### src/rtl/seg_scan_decoder.sv
// rtl/seg_scan_decoder.sv - rebuilds the 32-bit hex value scanned on an 8-digit AN/SEG bus
// Optional feature macro: SEG_DP_CAPTURE_EN (per-digit decimal point capture onto dp_o)
module seg_scan_decoder #(
  parameter int SETTLE_CYCLES = 4
) (
  input  logic        clk,
  input  logic        rst,
  input  logic [7:0]  AN,
  input  logic [7:0]  SEG,
  output logic [31:0] value_o,
  output logic        valid_o,
  input  logic        ready_i,
  output logic [7:0]  dp_o,
  output logic        bad_o,
  output logic        overrun_o
);

  typedef enum logic [1:0] {ST_WAIT, ST_SETTLE, ST_SAMPLE, ST_HOLD} state_t;

  localparam logic [7:0] SETTLE_N = 8'(SETTLE_CYCLES);

  state_t      state;
  logic [7:0]  prev_an;
  logic [7:0]  cnt;
  logic [6:0]  seg_q;
  logic [7:0]  seen;
  logic [7:0]  seen_next;
  logic [31:0] staging;

  logic [7:0]  sel;
  logic        an_changed;
  logic        sel_zero;
  logic        sel_onehot;
  logic [2:0]  digit_idx;
  logic        seg_legal;
  logic [3:0]  seg_nib;
  logic        frame_done;
  logic        sample_ok;

`ifdef SEG_DP_CAPTURE_EN
  logic [7:0]  dp_stage;
  logic        seg_dp_q;
`else
  logic        unused_seg_dp;
  assign unused_seg_dp = SEG[7];
  assign dp_o          = 8'h00;
`endif

  // Classify the live anode pattern and detect a change from the previous cycle
  always_comb begin
    sel        = ~AN;
    an_changed = (AN != prev_an);
    sel_zero   = (sel == 8'h00);
    sel_onehot = !sel_zero && ((sel & (sel - 8'd1)) == 8'h00);
  end

  // Digit index of the settled dwell; in SAMPLE prev_an still holds that dwell's pattern
  always_comb begin
    digit_idx = 3'd0;
    for (int i = 0; i < 8; i++) begin
      if (!prev_an[i]) digit_idx = 3'(i);
    end
  end

  // Active-low gfedcba pattern (as sampled at the end of settling) to hex nibble
  always_comb begin
    seg_legal = 1'b1;
    seg_nib   = 4'h0;
    case (seg_q)
      7'h40:   seg_nib = 4'h0;
      7'h79:   seg_nib = 4'h1;
      7'h24:   seg_nib = 4'h2;
      7'h30:   seg_nib = 4'h3;
      7'h19:   seg_nib = 4'h4;
      7'h12:   seg_nib = 4'h5;
      7'h02:   seg_nib = 4'h6;
      7'h78:   seg_nib = 4'h7;
      7'h00:   seg_nib = 4'h8;
      7'h10:   seg_nib = 4'h9;
      7'h08:   seg_nib = 4'hA;
      7'h03:   seg_nib = 4'hB;
      7'h46:   seg_nib = 4'hC;
      7'h21:   seg_nib = 4'hD;
      7'h06:   seg_nib = 4'hE;
      7'h0E:   seg_nib = 4'hF;
      default: seg_legal = 1'b0;
    endcase
  end

  // Seen mask: a completed frame clears it, and a legal sample landing the same cycle starts the next one
  always_comb begin
    frame_done = (seen == 8'hFF);
    sample_ok  = (state == ST_SAMPLE) && seg_legal;
    seen_next  = frame_done ? 8'h00 : seen;
    if (sample_ok) seen_next[digit_idx] = 1'b1;
  end

  // Scan FSM, staging slots and the frame handshake
  always_ff @(posedge clk) begin
    if (rst) begin
      state     <= ST_WAIT;
      prev_an   <= 8'hFF;
      cnt       <= 8'd0;
      seg_q     <= 7'h7F;
      seen      <= 8'h00;
      staging   <= 32'h0;
      value_o   <= 32'h0;
      valid_o   <= 1'b0;
      bad_o     <= 1'b0;
      overrun_o <= 1'b0;
`ifdef SEG_DP_CAPTURE_EN
      dp_stage  <= 8'h00;
      seg_dp_q  <= 1'b0;
      dp_o      <= 8'h00;
`endif
    end else begin
      prev_an <= AN;
      seg_q   <= SEG[6:0];
      seen    <= seen_next;
      bad_o   <= 1'b0;
`ifdef SEG_DP_CAPTURE_EN
      seg_dp_q <= ~SEG[7];
`endif

      // Frame delivery: a full frame either lands or is dropped as an overrun
      if (frame_done) begin
        if (!valid_o || ready_i) begin
          value_o <= staging;
          valid_o <= 1'b1;
`ifdef SEG_DP_CAPTURE_EN
          dp_o    <= dp_stage;
`endif
        end else begin
          overrun_o <= 1'b1;
        end
      end else if (valid_o && ready_i) begin
        valid_o <= 1'b0;
      end

      // The sample uses SEG as it stood on the last settled cycle, even if AN moves on now
      if (state == ST_SAMPLE) begin
        if (seg_legal) staging[{digit_idx, 2'b00} +: 4] <= seg_nib;
        else           bad_o <= 1'b1;
`ifdef SEG_DP_CAPTURE_EN
        dp_stage[digit_idx] <= seg_dp_q;
`endif
      end

      if (an_changed) begin
        if (sel_onehot) begin
          cnt   <= 8'd1;
          state <= (SETTLE_N == 8'd1) ? ST_SAMPLE : ST_SETTLE;
        end else begin
          cnt   <= 8'd0;
          state <= ST_WAIT;
          if (!sel_zero) bad_o <= 1'b1;
        end
      end else begin
        case (state)
          ST_SETTLE: begin
            cnt <= cnt + 8'd1;
            if (cnt + 8'd1 == SETTLE_N) state <= ST_SAMPLE;
          end
          ST_SAMPLE: state <= ST_HOLD;
          default:   state <= state;
        endcase
      end
    end
  end

endmodule
### config.mk
export PLATFORM = sky130hd
export DESIGN_NAME = seg_scan_decoder
export DESIGN_NICKNAME = d
export VERILOG_FILES = /design/src/rtl/seg_scan_decoder.sv
export SDC_FILE = /design/constraint.sdc
export NUM_CORES = 1
export LEC_CHECK = 0
export CORE_AREA = 2 2 93 95
export DETAILED_ROUTE_END_ITERATION = 10
export DIE_AREA = 0 0 95 97
export PLACE_DENSITY = 0.79
export SETUP_SLACK_MARGIN = 0.4
export SYNTH_ARGS = -nofsm -noshare
export SYNTH_HDL_FRONTEND = slang
export SYNTH_SLANG_ARGS = --single-unit
### constraint.sdc
create_clock -name clk -period 5.25 [get_ports clk]
set_input_delay 0.7875 -clock clk [delete_from_list [all_inputs] [get_ports clk]]
set_output_delay 0.7875 -clock clk [all_outputs]
set_load 0.01 [all_outputs]
==> results by group, run 1 <==
Die
  • # rows: 33
  • Ports: between 60 and 70
  • Initial standard-cell utilization of the core: a little over half
  • Area inside the core boundary: approximately 8100 um2
  • Die Span Y: between 90 and 100 um
  • Die area: between 9000 and 10000 um2
  • Die span in x: 95 um

Yosys
  • Number of synthesized register bits: 100
  • Share of synthesized flip-flops with an asynchronous set or reset: 0%
  • Post-synthesis sequential area ratio: 45.02%
  • Warnings from Yosys: 0
  • Synthesized cell area: approximately 4400 um2
  • Post-synth top flop: sky130_fd_sc_hd__dfxtp_1
  • EDFF count, synth: 0
  • Synthesized instance count: ~500
  • Avg Inst Size Synth: between 8 and 9 um2
  • Netlist cell types: 53

CTS
  • Number of buffers on the longest clock path: 2
  • Clock slew at reported path FFs: approximately 100 ps
  • Clock root buffer: sky130_fd_sc_hd__clkbuf_8
  • CTS tree: yes
  • CTS Hold Buffers Added: 0
  • CTS sink count: 100
  • Latest clock arrival within the worst-skew pair: 360 ps
  • # resized after CTS: 0
  • Deepest level of the CTS H-tree: 3
  • Buffers inserted during post-CTS setup optimization: 0
  • Clock buffers created by TritonCTS: 9

Route
  • Drt wl/cell: 13.14 um
  • Via density per instance: roughly 5.4
  • DRT iter0 DRCs: 180
  • First drt pass iteration count: 4
  • Vias after detailed routing: 3499
  • Remaining routing DRC violations: 0
  • Post-Route WL: between 8000 and 9000 um
  • Antenna Nets Post-Route: 0

STA
  • Slew at the pin with the worst max-slew slack: between 1000 and 1500 ps
  • Post-route clock skew: 8.785 ps
  • Rel. slew slack: between 30 and 40%
  • Final hold vios: 0
  • Unrepaired setup endpoints after global routing: no
  • Final-report setup violation count: 0
  • Aggregate negative setup slack: 0 ps
  • Achievable clock frequency: 339.3 MHz
  • Final worst path period need: just under 3000 ps
  • Final setup margin: 2302 ps
  • Final number of max-transition violations: 0
  • Final worst-path cycle share: between 50% and 60%

Place
  • Final Wtd Congestion: 0.7766
  • Port-buffer cells: 52
  • Worst slack at placement: around 2300 ps
  • Cell area after placement: 4937 um2
  • Sum of net half-perimeters after detailed placement: 6020 um

Worst setup path
  • Category of the worst setup path capture point: flop
  • Required time worst endpoint: roughly 5500 ps
  • Maximum fanout count along the critical path: 8
  • Kind of start point of the critical path: flop
  • Setup Crit Path Kind: flop to flop
  • Endpoint arrival time on the critical path: roughly 3200 ps

Global route
  • First-pass GRT wire length: 14640 um
  • GRT Residual Overflow: 0
  • Antenna violations before repair: 0
  • Vias in the first global route: ~3300
  • Pin count of the biggest net entering global routing: 60
  • Overall track demand over capacity in global routing: 19.67%

Worst hold path
  • Class of the most critical hold timing path: flop to flop

Layout
  • Diode insertion count for antenna repair: 0
  • Fraction of final layout cells with drive strength greater than 1: 9.242%
  • Design area: 5184 um2
  • Most frequent standard cell in the layout excluding fill and tap cells: sky130_fd_sc_hd__dfxtp_1
  • Most frequent cells in the layout: sky130_fd_sc_hd__dfxtp_1, sky130_fd_sc_hd__nand2_1, sky130_fd_sc_hd__clkdlybuf4s50_1, sky130_fd_sc_hd__a21oi_1, sky130_fd_sc_hd__nor2_1
  • Area Overhead vs Synth: 16.57%
  • Filler cell count: ~670
  • Net count reported at finish: 559

Flow run
  • Maxcap violations: 0

Status
  • Outcome: finished clean

Power
  • Standby leakage power: 1.784 nW
  • Max VDD drop: around 0.14 mV
  • Pwr/cell area: 278.9 nW/um2
where the power goes:
| group | switching (mW) | internal (mW) |
|---|---|---|
| registers | 0.0114 | 0.765 |
| logic | 0.0444 | 0.0386 |
| clock network | 0.267 | 0.320 |
state kept, by name (all words and copies together), names as in the netlist:
register   count
cnt            8
staging       32
prev_an        8
bad_o          1
value_o       32
overrun_o      1
seen           8
state          2
valid_o        1
seg_q          7
synth_stat cells (2+ instances only):
cell type	n	area (um2)
sky130_fd_sc_hd__nor4b_1	2	17.52
sky130_fd_sc_hd__buf_4	9	67.56
sky130_fd_sc_hd__a32oi_1	3	26.28
sky130_fd_sc_hd__o21ai_0	5	25.02
sky130_fd_sc_hd__nor3_4	5	81.33
sky130_fd_sc_hd__nor2_1	38	142.6
sky130_fd_sc_hd__a311oi_2	3	45.04
sky130_fd_sc_hd__a31oi_1	3	18.77
sky130_fd_sc_hd__nor2b_1	5	31.28
sky130_fd_sc_hd__mux2_1	2	22.52
sky130_fd_sc_hd__xnor2_1	11	96.34
sky130_fd_sc_hd__o22ai_1	2	12.51
sky130_fd_sc_hd__a21oi_1	41	205.2
sky130_fd_sc_hd__a2111oi_0	2	17.52
sky130_fd_sc_hd__ha_1	4	50.05
sky130_fd_sc_hd__nor3b_1	3	22.52
sky130_fd_sc_hd__a22oi_1	2	15.01
sky130_fd_sc_hd__buf_2	2	10.01
sky130_fd_sc_hd__xor2_1	6	52.55
sky130_fd_sc_hd__and3_1	7	43.79
sky130_fd_sc_hd__nand2_1	79	296.5
sky130_fd_sc_hd__or3_1	7	43.79
sky130_fd_sc_hd__nand3b_1	3	22.52
sky130_fd_sc_hd__mux2i_1	27	270.3
sky130_fd_sc_hd__and2_1	2	12.51
sky130_fd_sc_hd__maj3_1	2	20.02
sky130_fd_sc_hd__a211oi_1	8	60.06
sky130_fd_sc_hd__buf_6	2	22.52
sky130_fd_sc_hd__inv_1	8	30.03
sky130_fd_sc_hd__nand4_1	9	56.30
sky130_fd_sc_hd__nor3_1	2	10.01
sky130_fd_sc_hd__nand3_1	8	40.04
sky130_fd_sc_hd__dfxtp_1	100	2002
sky130_fd_sc_hd__or2_2	19	118.9
sky130_fd_sc_hd__clkbuf_1	26	97.59
sky130_fd_sc_hd__nand2b_1	29	181.4
area by class of cell:
| cell class | instances | area (um2) | share of cell area [%] |
|---|---|---|---|
| Timing Repair Buffer | 54 | 530.5 | 10.23 |
| Tap cell | 105 | 131.4 | 2.534 |
| Sequential cell | 100 | 2002 | 38.62 |
| Inverter | 8 | 30.03 | 0.5793 |
| Clock inverter | 7 | 122.6 | 2.365 |
| Multi-Input combinational cell | 363 | 2243 | 43.28 |
| Clock buffer | 9 | 123.9 | 2.390 |
per-layer routing:
layer  global-route usage, %  vias up  part of all wire (%)
li1                        -     1764                     -
met1                   24.29     1645                    45
met2                   34.04       82                    50
met3                   3.972        8                   3.7
met4                   6.020        0                   1.1
met5                       0        -                     0
worst paths after layout:
check | startpoint | slack, ps | depth (start not counted) | end
setup / recovery | prev_an[2] | 2300 | 10 | staging[24]
hold / removal | staging[15] | 460 | 2 | value_o[15]
setup reg to reg | prev_an[2] | 2300 | 10 | staging[24]
hold reg to reg | staging[15] | 460 | 2 | value_o[15]
through the flow:
step	power [mW]	util, %	cells	hold slack [ps]
3_3_place_gp	0.8740	60.70	630	439.3
2_1_floorplan	0.8561	-	510	427.3
5_1_grt	1.498	63.73	646	471.8
3_5_place_dp	0.8763	60.70	630	445.7
6_report	1.446	63.73	646	455.7
4_1_cts	1.453	63.73	646	459.7
logic make-up (layout without fill, tap and decap cells):
logic type / count (synthesis) / in the layout / synth area share (%)
AOI/OAI and AO/OA: 77 / 77 / 11.34
xor gates and xnor gates: 17 / 17 / 3.348
adders and majority gates: 6 / 6 / 1.576
buffers and inverters: 47 / 78 / 5.121
DFF: 100 / 100 / 45.02
muxes: 29 / 29 / 6.584
other: 1 / 8 / 0.08433
and+or+nand+nor: 226 / 226 / 26.93
critical path: stages (launching register included):
cell	delay, ps
sky130_fd_sc_hd__dfxtp_1	390
sky130_fd_sc_hd__inv_1	50
sky130_fd_sc_hd__o21ai_0	260
sky130_fd_sc_hd__a21o_1	200
sky130_fd_sc_hd__inv_1	220
sky130_fd_sc_hd__ha_1	290
sky130_fd_sc_hd__ha_1	320
sky130_fd_sc_hd__nand3b_1	280
sky130_fd_sc_hd__a311oi_2	560
sky130_fd_sc_hd__nor2_1	90
sky130_fd_sc_hd__a211oi_1	210
No activity file was read; power rests on OpenSTA's default activity.
==> run 2, diff against run 1 <==
--- a/config.mk
+++ b/config.mk
@@ -5,10 +5,10 @@
 export SDC_FILE = /design/constraint.sdc
 export NUM_CORES = 1
 export LEC_CHECK = 0
-export CORE_AREA = 2 2 93 95
+export CORE_AREA = 2 2 99 101
 export DETAILED_ROUTE_END_ITERATION = 10
-export DIE_AREA = 0 0 95 97
-export PLACE_DENSITY = 0.79
+export DIE_AREA = 0 0 101 103
+export PLACE_DENSITY = 0.74
 export SETUP_SLACK_MARGIN = 0.4
 export SYNTH_ARGS = -nofsm -noshare
 export SYNTH_HDL_FRONTEND = slang
==> constraint.sdc (replaced) <==
create_clock -name clk -period 2.55 [get_ports clk]
set_input_delay 0.3825 -clock clk [delete_from_list [all_inputs] [get_ports clk]]
set_output_delay 0.3825 -clock clk [all_outputs]
set_load 0.01 [all_outputs]
==> run 2 against run 1 <==
Net effect:
- routed wire length grew 12%
- critical path type unchanged
- critical endpoint is now staging[16]
- sequential power grew 100%
- clock power is 77% higher
- critical path depth unchanged
- first-iteration DRC count fell by 15%
- hold slack barely moved
- final area grew 9.1%
- non-clock buffer count rose by 40
- cell count increased by 7.6%
- clock skew grew 4.1 ps
==> results by group, run 2 (same netlist as run 1, synthesis figures left out) <==
Status
  • Outcome: finished clean

Die
  • Initial standard-cell utilization of the core: 47.01%
  • Ports: just over 60
  • # rows: 36
  • Die area: approximately 10000 um2
  • Die Span Y: 103 um
  • Die span in x: around 100 um
  • Area inside the core boundary: ~9500 um2

CTS
  • Number of buffers on the longest clock path: 2
  • CTS sink count: 100
  • Clock root buffer: sky130_fd_sc_hd__clkbuf_8
  • Clock slew at reported path FFs: about 100 ps
  • Clock buffers created by TritonCTS: 9
  • CTS tree: yes
  • CTS Hold Buffers Added: 0
  • Latest clock arrival within the worst-skew pair: 380 ps
  • Deepest level of the CTS H-tree: 3

Global route
  • Vias in the first global route: roughly 3300
  • First-pass GRT wire length: between 15000 and 20000 um
  • Pin count of the biggest net entering global routing: 42
  • Antenna violations before repair: 0
  • Overall track demand over capacity in global routing: 18.76%
  • GRT Residual Overflow: 0

Route
  • Remaining routing DRC violations: 0
  • Post-Route WL: around 9500 um
  • DRT iter0 DRCs: ~150
  • Antenna Nets Post-Route: 0
  • Vias after detailed routing: 3684
  • Drt wl/cell: ~14 um
  • Via density per instance: 5.301
  • First drt pass iteration count: 4

Worst setup path
  • Setup Crit Path Kind: flop to flop
  • Required time worst endpoint: between 2000 and 3000 ps
  • Maximum fanout count along the critical path: 5
  • Category of the worst setup path capture point: flop
  • Endpoint arrival time on the critical path: 2600 ps
  • Kind of start point of the critical path: flop

Layout
  • Area Overhead vs Synth: 27.18%
  • Most frequent cells in the layout: sky130_fd_sc_hd__dfxtp_1, sky130_fd_sc_hd__nand2_1, sky130_fd_sc_hd__clkdlybuf4s50_1, sky130_fd_sc_hd__a21oi_1, sky130_fd_sc_hd__buf_4
  • Filler cell count: 817
  • Fraction of final layout cells with drive strength greater than 1: roughly a fifth
  • Net count reported at finish: 599
  • Design area: approximately 5700 um2
  • Diode insertion count for antenna repair: 0
  • Most frequent standard cell in the layout excluding fill and tap cells: sky130_fd_sc_hd__dfxtp_1
  • Registers with the most flip-flops: staging x32, value_o x32

STA
  • Rel. slew slack: between 30% and 40%
  • Slew at the pin with the worst max-slew slack: between 900 and 1000 ps
  • Final hold vios: 0
  • Final number of max-transition violations: 0
  • Final worst-path cycle share: 92.43%
  • Achievable clock frequency: approximately 420 MHz
  • Aggregate negative setup slack: 0 ps
  • Post-route clock skew: approximately 13 ps
  • Final worst path period need: 2357 ps
  • Unrepaired setup endpoints after global routing: yes
  • Final-report setup violation count: 0

Worst hold path
  • Class of the most critical hold timing path: flop to flop

Place
  • Port-buffer cells: 52
  • Final Wtd Congestion: between 0.7 and 0.8
  • Cell area after placement: a little over 5000 um2
  • Sum of net half-perimeters after detailed placement: 6350 um

Flow run
  • Maxcap violations: 0

Power
  • Standby leakage power: between 2 and 2.5 nW
  • Pwr/cell area: roughly 500 nW/um2
  • Max VDD drop: approximately 0.23 mV
-- run 2: cell types whose count changed in the layout (fill, tap and decap cells not counted), moves of 3 or more --
cell	change
sky130_fd_sc_hd__dfxtp_1	-9
sky130_fd_sc_hd__inv_1	-3
sky130_fd_sc_hd__a311oi_2	-3
sky130_fd_sc_hd__dfxtp_2	+5
sky130_fd_sc_hd__a311oi_4	+3
sky130_fd_sc_hd__dfxtp_4	+4
sky130_fd_sc_hd__buf_4	+37
-- run 2: layer usage --
layer,global-route usage (%),wire length (um)
met3,4.068,336
met5,0,0
met1,23.19,4239
met2,31.69,4764
met4,8.212,182
-- run 2: final cells by class --
cell class | instances | area, um2 | area share, %
timing repair buffer | 94 | 850.8 | 15.04
clock inverter | 7 | 80.08 | 1.416
inverter | 8 | 33.78 | 0.5973
multi-input combinational | 363 | 2401 | 42.46
tap | 114 | 142.6 | 2.522
clock buffer | 9 | 123.9 | 2.190
sequential | 100 | 2023 | 35.77
-- run 2: where the power goes --
| group | switching, mW | internal (mW) |
|---|---|---|
| registers | 0.0196 | 1.57 |
| clock network | 0.576 | 0.469 |
| logic | 0.123 | 0.123 |
-- run 2: worst paths after layout --
path / from / endpoint / slack (ps) / cells after the start
setup / recovery: prev_an[6] / staging[16] / 190 / 10
hold / removal: staging[11] / value_o[11] / 460 / 2
setup reg to reg: prev_an[6] / staging[16] / 190 / 10
hold reg to reg: staging[11] / value_o[11] / 460 / 2
-- run 2: through the flow --
step	power (mW)	instances	worst slack [ps]	hold WS, ps	utilization [%]
floorplan	1.784	510	77.76	427.3	-
global placement	1.837	652	114.8	441.5	54.70
detailed placement	1.841	652	61.66	446.7	54.70
CTS	2.893	686	219.8	460.7	58.74
global route	2.996	695	105.2	470.8	59.79
finish	2.885	695	193.0	456.2	59.79
-- run 2: critical path, stage by stage (launching register included) --
cell	delay (ps)
sky130_fd_sc_hd__dfxtp_4	370
sky130_fd_sc_hd__inv_2	40
sky130_fd_sc_hd__o21ai_2	150
sky130_fd_sc_hd__a21o_1	170
sky130_fd_sc_hd__clkinvlp_4	130
sky130_fd_sc_hd__ha_4	170
sky130_fd_sc_hd__ha_4	150
sky130_fd_sc_hd__a2111o_1	430
sky130_fd_sc_hd__a311oi_4	380
sky130_fd_sc_hd__buf_4	180
sky130_fd_sc_hd__a211oi_1	60
-- run 2: timing repair --
action | 4_1_cts | 5_1_grt
pin swaps | 15 | 8
resized for setup | 19 | 7
endpoints found under the setup margin | 34 | 34
hold endpoints to repair | 0 | 0
setup buffers | 18 | 9
==> run 3, diff against run 2 <==
--- a/config.mk
+++ b/config.mk
@@ -13,3 +13,4 @@
 export SYNTH_ARGS = -nofsm -noshare
 export SYNTH_HDL_FRONTEND = slang
 export SYNTH_SLANG_ARGS = --single-unit
+export TNS_END_PERCENT = 5
==> constraint.sdc (replaced) <==
create_clock -name clk -period 2.55 [get_ports clk]
set_input_delay 0.3825 -clock clk [delete_from_list [all_inputs] [get_ports clk]]
set_output_delay 0.3825 -clock clk [all_outputs]
set_load 0.02 [all_outputs]
==> run 3 against run 2 <==
Net effect:
- first-iteration DRC count decreased by 14%
- worst setup slack worse by 84 ps
- die area did not move
- sequential power is essentially flat
- non-clock buffer count shrank 10
- sequential share of layout area increased by 1.0 points
- critical path type unchanged
- largest power group unchanged
==> results by group, run 3 (same netlist as run 1, synthesis figures left out) <==
Status
  • Outcome: finished clean

Die
  • Ports: between 60 and 70
  • Area inside the core boundary: 9459 um2
  • Die Span Y: approximately 100 um
  • Die area: approximately 10000 um2
  • Initial standard-cell utilization of the core: 47.01%
  • Die span in x: a little over 100 um
  • # rows: 36

Route
  • DRT iter0 DRCs: approximately 130
  • Antenna Nets Post-Route: 0
  • Vias after detailed routing: 3591
  • First drt pass iteration count: 4
  • Via density per instance: ~5.2
  • Remaining routing DRC violations: 0
  • Drt wl/cell: about 13 um
  • Post-Route WL: just under 9000 um

Global route
  • Overall track demand over capacity in global routing: 17.52%
  • GRT Residual Overflow: 0
  • Pin count of the biggest net entering global routing: 40
  • Antenna violations before repair: 0
  • Vias in the first global route: about 3200
  • First-pass GRT wire length: between 10000 and 15000 um

CTS
  • CTS sink count: 100
  • Deepest level of the CTS H-tree: 3
  • Number of buffers on the longest clock path: 2
  • CTS tree: yes
  • Clock buffers created by TritonCTS: 9
  • Clock slew at reported path FFs: ~100 ps
  • Latest clock arrival within the worst-skew pair: roughly 380 ps
  • Clock root buffer: sky130_fd_sc_hd__clkbuf_8

STA
  • Unrepaired setup endpoints after global routing: yes
  • Final worst-path cycle share: between 90 and 100%
  • Worst hold margin: around 460 ps
  • Final-report setup violation count: 0
  • Achievable clock frequency: around 410 MHz
  • Final number of max-transition violations: 0
  • Final worst path period need: 2441 ps
  • Slew at the pin with the worst max-slew slack: 998.1 ps
  • Aggregate negative setup slack: 0 ps
  • Post-route clock skew: roughly 12 ps
  • Rel. slew slack: between 30% and 40%
  • Final hold vios: 0

Layout
  • Diode insertion count for antenna repair: 0
  • Most frequent cells in the layout: sky130_fd_sc_hd__dfxtp_1, sky130_fd_sc_hd__nand2_1, sky130_fd_sc_hd__clkdlybuf4s50_1, sky130_fd_sc_hd__a21oi_1, sky130_fd_sc_hd__nor2_1
  • Area Overhead vs Synth: 23.58%
  • Most frequent standard cell in the layout excluding fill and tap cells: sky130_fd_sc_hd__dfxtp_1
  • Net count reported at finish: 589
  • Fraction of final layout cells with drive strength greater than 1: ~17%
  • Registers with the most flip-flops: staging x32, value_o x32
  • Design area: approximately 5500 um2

Worst hold path
  • Class of the most critical hold timing path: flop to flop

Worst setup path
  • Endpoint arrival time on the critical path: around 2700 ps
  • Maximum fanout count along the critical path: 5
  • Category of the worst setup path capture point: flop
  • Kind of start point of the critical path: flop
  • Setup Crit Path Kind: flop to flop
  • Required time worst endpoint: between 2000 and 3000 ps

Place
  • Final Wtd Congestion: ~0.75
  • Sum of net half-perimeters after detailed placement: 5958 um
  • Cell area after placement: a little over 5000 um2
  • Port-buffer cells: between 50 and 60

Power
  • Max VDD drop: between 0.2 and 0.25 mV
  • Pwr/cell area: between 500 and 600 nW/um2
  • Final Power: between 2 and 3 mW
  • Standby leakage power: between 1.5 and 2 nW

Flow run
  • Maxcap violations: 0
-- run 3: worst max-delay path: stages, from the launching register on --
cell and delay [ps]:
sky130_fd_sc_hd__dfxtp_4 370, sky130_fd_sc_hd__inv_2 40, sky130_fd_sc_hd__o21ai_2 150, sky130_fd_sc_hd__a21o_1 170, sky130_fd_sc_hd__clkinvlp_4 130, sky130_fd_sc_hd__ha_4 170
sky130_fd_sc_hd__ha_4 150, sky130_fd_sc_hd__a2111o_1 480, sky130_fd_sc_hd__a311oi_4 340, sky130_fd_sc_hd__buf_6 160, sky130_fd_sc_hd__nor2_2 30, sky130_fd_sc_hd__a211oi_1 160
-- run 3: repair_timing --
item,in CTS,in global routing
setup endpoints to repair,35,41
gates resized for setup,7,22
buffers inserted,7,12
gates cloned,0,0
hold buffers,0,0
pin swaps,6,14
hold endpoints to repair,0,0
-- run 3: power by group --
group / switching [mW] / leakage [nW] / internal, mW
registers: 0.0221 / 0.809 / 1.57
logic: 0.116 / 1.05 / 0.111
clock network: 0.559 / 0.0860 / 0.369
total: 0.698 / 1.95 / 2.05
-- run 3: layout make-up --
type	count	area, um2
inverters	8	33.78
clock buffers	11	131.4
fillers	840	3964
flip-flops and latches	100	2022
multi-input cells	363	2352
clock inverters	5	45.04
well taps	114	142.6
repair buffers	84	768.2
-- run 3: layer usage --
| metal | track usage (%) | vias up | wire length, um |
|---|---|---|---|
| met5 | 0 | - | 0 |
| met4 | 5.821 | 0 | 105 |
| met3 | 4.068 | 8 | 322 |
| met2 | 29.33 | 65 | 4239 |
| met1 | 22.43 | 1690 | 4111 |
| li1 | - | 1828 | - |
-- run 3: metrics by stage --
stage,setup slack [ps],util [%],std cells
2_1_floorplan,67.28,-,510
4_1_cts,176.8,56.44,673
3_3_place_gp,95.82,53.81,650
6_report,108.6,58.10,685
3_5_place_dp,27.57,53.81,650
5_1_grt,19.05,58.10,685
-- run 3: worst paths after layout --
path	startpoint	to	slack, ps	depth (start not counted)
max	prev_an[6]	staging[16]	110	11
min	staging[0]	value_o[0]	460	2
max reg2reg	prev_an[6]	staging[16]	110	11
min reg2reg	staging[0]	value_o[0]	460	2
